==> src/rtl/multi_4x3bit.sv <==
// Two-stage unsigned multiplier: an AND-array of partial products is registered,
// then summed by a chain of ripple-carry adders into the product register.
module multi_4x3bit #(
  parameter int A_W = 3,
  parameter int B_W = 4
) (
  input  logic                 clk,
  input  logic                 rst,
  input  logic                 in_valid,
  input  logic [A_W-1:0]       a,
  input  logic [B_W-1:0]       b,
  output logic                 out_valid,
  output logic [A_W+B_W-1:0]   c
);

  localparam int P_W = A_W + B_W;

  logic [A_W-1:0][P_W-1:0] pp_d;
  logic [A_W-1:0][P_W-1:0] pp_q;
  logic                    v1_q;
  logic [P_W-1:0]          sum_d;
  logic [P_W-1:0]          c_q;
  logic                    out_valid_q;

  // Bit-serial ripple-carry adder; the carry out is dropped because P_W never overflows.
  function automatic logic [P_W-1:0] rca(input logic [P_W-1:0] x, input logic [P_W-1:0] y);
    logic           carry;
    logic [P_W-1:0] s;
    carry = 1'b0;
    s     = '0;
    for (int k = 0; k < P_W; k++) begin
      s[k]  = x[k] ^ y[k] ^ carry;
      carry = (x[k] & y[k]) | (carry & (x[k] ^ y[k]));
    end
    return s;
  endfunction

  always_comb begin
    pp_d = '0;
    for (int i = 0; i < A_W; i++) begin
      pp_d[i] = {P_W{a[i]}} & ({{A_W{1'b0}}, b} << i);
    end
  end

  always_comb begin
    sum_d = pp_q[0];
    for (int i = 1; i < A_W; i++) begin
      sum_d = rca(sum_d, pp_q[i]);
    end
  end

  // Partial products load only on valid input, so idle-cycle X on a/b never enters the pipe.
  always_ff @(posedge clk or posedge rst) begin
    if (rst) begin
      pp_q <= '0;
      v1_q <= 1'b0;
    end else begin
      v1_q <= in_valid;
      if (in_valid) begin
        pp_q <= pp_d;
      end
    end
  end

  always_ff @(posedge clk or posedge rst) begin
    if (rst) begin
      c_q         <= '0;
      out_valid_q <= 1'b0;
    end else begin
      out_valid_q <= v1_q;
      if (v1_q) begin
        c_q <= sum_d;
      end
    end
  end

  assign c         = c_q;
  assign out_valid = out_valid_q;

endmodule

==> config.mk <==
export PLATFORM = sky130hd
export DESIGN_NAME = multi_4x3bit
export DESIGN_NICKNAME = d
export VERILOG_FILES = /design/src/rtl/multi_4x3bit.sv
export SDC_FILE = /design/constraint.sdc
export NUM_CORES = 1
export LEC_CHECK = 0
export CAP_MARGIN = 20
export CORE_MARGIN = 2
export CORE_UTILIZATION = 57
export CTS_BUF_LIST = sky130_fd_sc_hd__clkbuf_4 sky130_fd_sc_hd__clkbuf_8
export DETAILED_ROUTE_END_ITERATION = 6
export HOLD_SLACK_MARGIN = 0.02
export PLACE_DENSITY_LB_ADDON = 0.1
export SETUP_SLACK_MARGIN = 0.15
export SLEW_MARGIN = 15
export SYNTH_ARGS = -nofsm -noshare
export SYNTH_HDL_FRONTEND = slang
export SYNTH_SLANG_ARGS = --single-unit
==> constraint.sdc <==
create_clock -name clk -period 8.7 [get_ports clk]
set_clock_uncertainty 0.05 [all_clocks]
set_input_delay 1.74 -clock clk [delete_from_list [all_inputs] [get_ports clk]]
set_output_delay 1.74 -clock clk [all_outputs]
set_load 0.02 [all_outputs]
==> flow_summary.toml <==
[timing]
finalHoldViolations = 0
rsz0062_at_grt = "false"
finalSetupTns_ns = 0
fin_crit_ns = 3.08
tightest_slew_ns = 0.777
timing.slew.headroom = 0.482
slew_viol_final = 0
finalSetupViolCount = 0
finalCritPeriodShare = 0.354
fmax_mhz = 324

[route]
routed_wl_mm = 1.44
via_per_inst = 5.18
drcViolationCount = 0
num_vias = 621
dr_wl_met3_um = 59
dr.max_layer_used = "met4"
met1_length_um = 677
wl_met2_um = 659
wl_per_cell_um = 12.0
drt-initial-drc-count = 10
ant_nets = 0
firstDrtPassIters = 4

[yosys]
synth_ff_type = "dfrtp_1"
synth-simple-area-share = 0.0691
syn_area_um2 = 978
async_reset_ff_frac = 1.00
synth_cell_types = 11
synth_xor_area_frac = 0
yosysSeqAreaShare = 0.537
synth_fa_ha_area_frac = 0.141
synthTopCellsByCount = "dfrtp_1, inv_1, nand3_1, o21ai_0, fa_1"
synth_top_cell_area_share = 0.537
yosysTopAreaCell = "dfrtp_1"
synth_area_leaders = "dfrtp_1, fa_1, inv_1, nand3_1, o21ai_0"
synth_top_family_by_area = "adder cells"
syn_area_per_cell_um2 = 11.4
synth_edf_count = 0
synth-compound-area-share = 0.0716
ys_ff_latch = 21
synthMuxAreaShare = 0.0665
syn_inst = 86
syn_nets = 104
yosys_warnings = 0

[floorplanning]
die_h_um = 45.4
start_util = 0.628
dieArea_um2 = 2060
num_io_pins = 18
die_w_um = 45.4
rows = 14
core_um2 = 1560

[place]
dp_hpwl_mm = 1.13
portBuffers = 17
gp_congestion = 0.740

[clocking]
clk_path_buf_depth = 2
clock-sinks = 21
clk_pin_slew_ns = 0.11
cts_root_buffer = "clkbuf_4"
hold_buffers = 0
insertion_delay_ns = 0.30
cts_tree = "done"
cts_buffers = 3
cts-htree-levels = 1
cts_resized = 0
cts_setup_buffers = 0

[worst_setup_path]
crit_slowest_cell = "clkdlybuf4s50_1"
crit_chain = "clkdlybuf4s50_1"
cp-start-kind = "register"
path_class = "reg2out"
setup.worst_path.end_class = "primary output"
critPathBufInv = 1
crit_required_ns = 6.91
crit_family = "buffers and inverters"
max_stage_delay_ns = 0.61
critPathMaxFanout = 2
worstPathArrival_ns = 1.29

[cells_and_area]
diodes = 0
nNetsFinal = 123
post_route_cells_drive_above_1_share = 0.0673
syn_to_final_growth_pct = 18.8
fin_util = 0.746

[flow_run]
cap_viol_max_count = 0

[power]
switchingPower_mw = 0.0632
combPwrFrac = 0.256
p_sw_frac = 0.290
pwr-share-clk = 0.214
p_int_mw = 0.155
p_per_area_nw_per_um2 = 187
pwr-share-seq = 0.530
peakVddDrop_mv = 0.126
leakagePower_nw = 0.536

[grt]
grt_max_degree = 26
grt_pass1_vias = 605
grt_pass1_wl_mm = 2.53
overflow = 0
grt_util_all_layers = 0.183
antenna_found_initial = 0

[worst_hold_path]
hold_path.class = "reg2reg"

[status]
status = "finished clean"
[power groups by stage]
stage	logic, mW	registers [mW]	clock network [mW]
finish	0.0557	0.115	0.0466
global route	0.0616	0.117	0.0525
CTS	0.0567	0.116	0.0482
detailed placement	0.0562	0.118	0
global placement	0.0551	0.117	0
floorplan	0.0239	0.125	0
[layout make-up]
| class | count | area, µm² |
|---|---|---|
| inverter | 21 | 78.8 |
| fill | 111 | 397 |
| timing repair buffer | 17 | 170 |
| clock inverter | 1 | 5.00 |
| clock buffer | 3 | 22.5 |
| tap | 16 | 20.0 |
| sequential | 21 | 526 |
| multi-input combinational | 41 | 340 |
[registers in the layout, indices dropped and copies added, names as in the netlist]
name / cells
out_valid: 1
c: 7
v1_q: 1
pp_q: 12
[metrics by stage]
step / hold WS, ns / setup slack (ns) / power [mW] / area [µm²] / std cells
2_1_floorplan: 0.324 / 5.88 / 0.149 / 978 / 86
3_3_place_gp: 0.445 / 5.68 / 0.172 / 1130 / 116
3_5_place_dp: 0.450 / 5.64 / 0.174 / 1130 / 116
4_1_cts: 0.481 / 5.60 / 0.221 / 1160 / 120
5_1_grt: 0.497 / 5.56 / 0.231 / 1160 / 120
6_report: 0.475 / 5.62 / 0.218 / 1160 / 120
[final timing paths]
path                         start        to  slack [ns]  cells after the start
setup / recovery              c[0]      c[0]        5.62                      1
min in group asynchronous      rst      c[2]        1.81                      2
hold / removal                c[2]      c[2]        0.48                      1
setup reg to reg           pp_q[1]      c[5]        5.75                      8
hold reg to reg               c[2]      c[2]        0.48                      1
max in group asynchronous      rst  pp_q[10]        6.31                      2
[layout by cell type (no fill, tap or decap), drive strengths merged]
cell type      netlist  routed
clkdlybuf4s50        0      17
o21ai               12      12
clkbuf               0       3
a21oi                2       2
mux2                 3       3
dfrtp               21      21
ha                   3       3
mux2i                2       2
inv                 21      21
nor2                 2       2
clkinv               0       1
nand3               12      12
fa                   5       5
[cells by family after synthesis]
| logic type | count (synthesis) |
|---|---|
| adders and majority gates | 8 |
| buffers and inverters | 24 |
| and+or+nand+nor | 14 |
| AOI/OAI and AO/OA | 14 |
| muxes | 5 |
| DFF | 21 |
[layer usage]
layer  vias to the layer above  GRT usage
li1                        307          -
met1                       295      0.217
met5                         -          0
met4                         0      0.124
met3                         4     0.0476
met2                        15      0.290
(Power assumes the default switching activity.)
